<file path="config.mk">
export PLATFORM = sky130hd
export DESIGN_NAME = servo_pulse_decoder
export DESIGN_NICKNAME = d
export VERILOG_FILES = /design/src/rtl/servo_pkg.sv /design/src/rtl/servo_pulse_decoder_tick_prescaler.sv /design/src/rtl/servo_pulse_decoder.sv
export SDC_FILE = /design/constraint.sdc
export NUM_CORES = 1
export LEC_CHECK = 0
export BUFFER_PORTS_ARGS = -buffer_cell sky130_fd_sc_hd__buf_2
export CAP_MARGIN = 10
export CORE_ASPECT_RATIO = 0.5
export CORE_MARGIN = 3
export CORE_UTILIZATION = 55
export DETAILED_ROUTE_END_ITERATION = 10
export PLACE_DENSITY = 0.82
export SLEW_MARGIN = 20
export SYNTH_ARGS = -nofsm -noshare
export SYNTH_HDL_FRONTEND = slang
export SYNTH_HIERARCHICAL = 1
export SYNTH_SLANG_ARGS = --single-unit
</file>
<file path="constraint.sdc">
create_clock -name clk -period 4.7 [get_ports clk]
set_input_delay 1.41 -clock clk [delete_from_list [all_inputs] [get_ports clk]]
set_output_delay 1.41 -clock clk [all_outputs]
set_load 0.005 [all_outputs]
</file>
<file path="src/rtl/servo_pkg.sv">
// Shared servo timing defaults, kept in one place so the generator and the
// decoder always agree on tick length and position offset.
package servo_pkg;

    localparam int unsigned SERVO_M             = 93;
    localparam int unsigned SERVO_OFFSET        = 46;
    localparam int unsigned POS_MAX             = 255;
    localparam int unsigned SERVO_TIMEOUT_TICKS = 2560;
    localparam int unsigned WIDTH_MAX           = 511;

    function automatic int unsigned cnt_width(input int unsigned n);
        return (n > 1) ? $clog2(n) : 1;
    endfunction

endpackage

</file>
<file path="src/rtl/servo_pulse_decoder_tick_prescaler.sv">
// Free-running 0..M-1 tick divider with a synchronous restart, so tick
// boundaries can be aligned to an external event such as a pulse start.
module tick_prescaler
    import servo_pkg::*;
#(
    parameter int unsigned M = SERVO_M
) (
    input  logic                    clk,
    input  logic                    rst,
    input  logic                    restart_i,
    output logic                    tick_o,
    output logic [cnt_width(M)-1:0] count_o
);

    localparam int unsigned CW = cnt_width(M);

    logic [CW-1:0] cnt_q, cnt_d;

    always_ff @(posedge clk or posedge rst) begin
        if (rst) cnt_q <= '0;
        else     cnt_q <= cnt_d;
    end

    always_comb begin
        tick_o = (cnt_q == CW'(M - 1));
        cnt_d  = cnt_q + CW'(1);
        if (restart_i || tick_o) cnt_d = '0;
    end

    assign count_o = cnt_q;

endmodule

</file>
<file path="src/rtl/servo_pulse_decoder.sv">
// Measures servo pulse high time in prescaler ticks, rounds to the nearest
// tick and recovers the 8-bit position; flags bad pulses and loss of signal.
module servo_pulse_decoder
    import servo_pkg::*;
#(
    parameter int unsigned M             = SERVO_M,
    parameter int unsigned OFFSET        = SERVO_OFFSET,
    parameter int unsigned TIMEOUT_TICKS = SERVO_TIMEOUT_TICKS
) (
    input  logic       clk,
    input  logic       rst,
    input  logic       servo_in,
    output logic [7:0] pos,
    output logic       valid,
    output logic       err,
    output logic       lost
);

    localparam int unsigned CW     = cnt_width(M);
    localparam logic [11:0] TO_SAT = 12'(TIMEOUT_TICKS);

    typedef enum logic [1:0] {
        WAIT_LOW,
        WAIT_RISE,
        MEASURE
    } state_e;

    state_e        state_q, state_d;
    logic          sync1_q, sync2_q, prev_q;
    logic          rise, fall, tick;
    logic [CW-1:0] presc;
    logic [8:0]    w_q, w_d;
    logic [11:0]   to_q, to_d;
    logic [7:0]    pos_q, pos_d;
    logic          valid_q, valid_d;
    logic          err_q, err_d;
    logic          lost_q, lost_d;
    logic [9:0]    wr;
    logic          in_range;
    logic          stuck;

    // Synchroniser resets high: a line already high at reset release is
    // then never mistaken for a fresh rise.
    always_ff @(posedge clk or posedge rst) begin
        if (rst) begin
            sync1_q <= 1'b1;
            sync2_q <= 1'b1;
            prev_q  <= 1'b1;
        end else begin
            sync1_q <= servo_in;
            sync2_q <= sync1_q;
            prev_q  <= sync2_q;
        end
    end

    assign rise = sync2_q & ~prev_q;
    assign fall = ~sync2_q & prev_q;

    tick_prescaler #(
        .M(M)
    ) u_prescaler (
        .clk       (clk),
        .rst       (rst),
        .restart_i (rise),
        .tick_o    (tick),
        .count_o   (presc)
    );

    always_ff @(posedge clk or posedge rst) begin
        if (rst) begin
            state_q <= WAIT_LOW;
            w_q     <= '0;
            to_q    <= '0;
            pos_q   <= '0;
            valid_q <= 1'b0;
            err_q   <= 1'b0;
            lost_q  <= 1'b1;
        end else begin
            state_q <= state_d;
            w_q     <= w_d;
            to_q    <= to_d;
            pos_q   <= pos_d;
            valid_q <= valid_d;
            err_q   <= err_d;
            lost_q  <= lost_d;
        end
    end

    // Partial tick at the fall rounds up once it reaches half a tick.
    assign wr       = {1'b0, w_q} + {9'd0, (presc >= CW'(M / 2))};
    assign in_range = (wr >= 10'(OFFSET)) && (wr <= 10'(OFFSET + POS_MAX));

    always_comb begin
        state_d = state_q;
        w_d     = w_q;
        pos_d   = pos_q;
        valid_d = 1'b0;
        err_d   = 1'b0;
        lost_d  = lost_q;
        to_d    = to_q;
        stuck   = 1'b0;

        if (tick && (to_q != TO_SAT)) to_d = to_q + 12'd1;

        case (state_q)
            WAIT_LOW: begin
                if (!sync2_q) state_d = WAIT_RISE;
            end
            WAIT_RISE: begin
                if (rise) begin
                    w_d     = '0;
                    state_d = MEASURE;
                end
            end
            MEASURE: begin
                if (fall) begin
                    state_d = WAIT_RISE;
                    if (in_range) begin
                        pos_d   = 8'(wr - 10'(OFFSET));
                        valid_d = 1'b1;
                    end else begin
                        err_d = 1'b1;
                    end
                end else if (w_q == 9'(WIDTH_MAX)) begin
                    stuck   = 1'b1;
                    err_d   = 1'b1;
                    state_d = WAIT_LOW;
                end else if (tick) begin
                    w_d = w_q + 9'd1;
                end
            end
            default: state_d = WAIT_LOW;
        endcase

        if (valid_d) begin
            to_d   = '0;
            lost_d = 1'b0;
        end else if (stuck || (to_d == TO_SAT)) begin
            lost_d = 1'b1;
        end
    end

    assign pos   = pos_q;
    assign valid = valid_q;
    assign err   = err_q;
    assign lost  = lost_q;

endmodule

</file>
==> out/metrics.csv <==
metric,value,unit
routed_wirelength,5300,microns
cp.required,4.89,ns
synth_cells,277,
grt_pass1_vias,1999,
num_vias,2025,
grt_max_degree,31,
final_layout_size_suffix_gt1_share,17.5,%
critPathArrivalTime,3.47,ns
synth_area,0.00268,sq mm
fp.dieW,105,microns
powerDensity,264,mW/mm^2
fp-row-count,17,
antenna_found_initial,0,
cp-start-kind,flop,
fillCellCount,381,
drv_cap,0,
htree_levels,2,
nets,297,
drc,0,
reg2reg_slack,1.42,ns
synth_top_cell_by_area,dfrtp_1,
relSlewSlack,44.7,%
synth-edff-count,0,
dp_hpwl,3680,microns
routed_via_density,5.75,
path_max_fanout,8,
syn_nets,289,
hold_path.class,reg -> reg,
power_leakage,1.32,nW
drv_slew,0,
layout_commonest_cell,dfrtp_1,
grt_pass1_wl,9230,microns
hold_viol_final,0,
path_class,reg -> reg,
root_buffer,clkbuf_8,
die_height,55.4,microns
min_period_over_period,69.9,%
max_freq,304,MHz
synth_seq_area_share,41.2,%
grt.overflow.total,0,
synth_async_sr_flop_share,100,%
insertion_delay,0.30,ns
synth_area_leaders,"dfrtp_1 37%, xor2_1 4.2%, ha_1 4.2%",
cts_tree,done,
gr-usage-all-layers,19.4,%
ctsResizeCount,0,
finalSetupViolCount,0,
path_clk_slew,0.08,ns
tightestPinTransition,0.819,ns
yosysTopAreaCellShare,37.3,%
die-area,0.00580,sq mm
cts.sinks,44,
p_total,759,uW
wl_per_cell,15.0,microns
place_ws,1.48,ns
globalplace.congestion,0.866,
drt-pass1-iter-count,4,
end_kind,flop,
io_pins,14,
areaGrowthSynthToFinish,6.99,%
cts_setup_buffers,0,
peakVddDrop,131,uV
cts_buffers,5,
synth_area_per_cell,9.69,sq um
ctsHoldBuffers,0,
postRouteAntennaNets,0,
drt-initial-drc-count,61,
ys.flop_type,dfrtp_1,
clock_path_buffers,2,
min_period,3.28,ns
initial_core_util,59.0,%
yosys_warnings,6,
diodes,0,
fin_skew,0.0107,ns
ys_ff_latch,44,
status,"complete, no violations",
port-buffer-count,13,
synth_cell_types,63,
setup-tns-final,0,ns
worst_slack,1.42,ns
core,0.00455,sq mm
rsz0062_at_grt,no,
final_cell_mix,"40 x dfrtp_1, 28 x nor2_1, 17 x nand2_1, 15 x o21ai_0",
[through the flow]
| stage | std cells | hold WS (ns) | instance area, sq um | utilization (%) |
|---|---|---|---|---|
| finish | 352 | 0.359 | 2870 | 63.1 |
| global route | 352 | 0.361 | 2870 | 63.1 |
| CTS | 352 | 0.360 | 2870 | 63.1 |
| detailed placement | 344 | 0.349 | 2760 | 60.7 |
| global placement | 344 | 0.347 | 2760 | 60.7 |
| floorplan | 277 | 0.345 | 2680 | - |
[path summary, 6_finish.rpt]
check	to	from	depth (start not counted)
max reg2reg	pos[7]	u_prescaler/count_o[2]	12
min in group asynchronous	u_prescaler/count_o[1]	rst	2
min	sync2_q	sync1_q	0
max in group asynchronous	prev_q	rst	3
max	pos[7]	u_prescaler/count_o[2]	12
min reg2reg	sync2_q	sync1_q	0
[critical path: stages (launching register included)]
cell and delay, ns:
dfrtp_1 0.45, a31o_2 0.27, a21o_1 0.17, ha_1 0.25, ha_1 0.32, xor2_1 0.20
ha_1 0.27, inv_1 0.07, o32ai_1 0.35, a221o_1 0.21, o311ai_0 0.15, xor2_1 0.18
mux2_4 0.27
[state kept, by name (all words and copies together), names as in the netlist]
| signal | cells |
|---|---|
| state_q | 2 |
| lost | 1 |
| w_q | 9 |
| err | 1 |
| sync1_q | 1 |
| sync2_q | 1 |
| to_q | 12 |
| u_prescaler/count_o | 7 |
| pos | 8 |
| prev_q | 1 |
| valid | 1 |
[cell families (layout without fill, tap and decap cells)]
logic type               count (synthesis)  count (layout)  synth area share, %
AND/OR/NAND/NOR                        105             105                 21.5
multiplexers                            10              10                 4.71
buffers and inverters                   28              37                 5.17
AO/OA/AOI/OAI                           57              57                 15.3
adder cells (fa/ha/maj)                  9               9                 4.20
flip-flops                              44              44                 41.2
XOR/XNOR                                24              24                 7.83
[Yosys cell counts (2+ instances only)]
cell / number
nor4b_1: 2
or3_1: 2
dfstp_2: 4
and2_1: 6
a21oi_1: 8
o311ai_0: 2
xor2_1: 13
xnor2_1: 11
o21ai_0: 15
nand2b_1: 3
dfrtp_1: 40
ha_1: 9
a31oi_1: 5
and4_1: 2
nor3_1: 5
nor2b_1: 7
inv_1: 13
a21o_1: 3
buf_4: 2
nand4b_1: 2
nand2_1: 17
nor4bb_1: 2
a21boi_0: 2
nand3_1: 11
and3b_1: 2
mux2_4: 4
buf_6: 3
and3_1: 5
nand4_1: 3
clkbuf_1: 7
nand2_2: 2
nor2_1: 28
mux2_2: 5
buf_2: 3
[power breakdown]
part | internal (mW) | switching, mW | total, mW
logic | 0.0218 | 0.0313 | 0.0531
clock network | 0.158 | 0.131 | 0.289
registers | 0.395 | 0.0217 | 0.417
[routing by layer]
metal	routed length [microns]	GRT usage (%)	part of all wire (%)	vias to the layer above
li1	-	-	-	994
met1	2450	24.9	46	976
met2	2500	32.3	47	44
met3	256	4.67	4.8	11
met4	97	7.10	1.8	0
met5	0	0	0	-
[cell type report]
cell class	instances	area [sq um]	share of cell area [%]
flip-flops and latches	44	1110	38.5
repair buffers	16	87.6	3.05
multi-input cells	205	1440	50.1
clock inverters	2	35.0	1.22
well taps	66	82.6	2.88
inverters	13	48.8	1.70
clock buffers	6	72.6	2.53
Power figures use the tool's default switching activity.
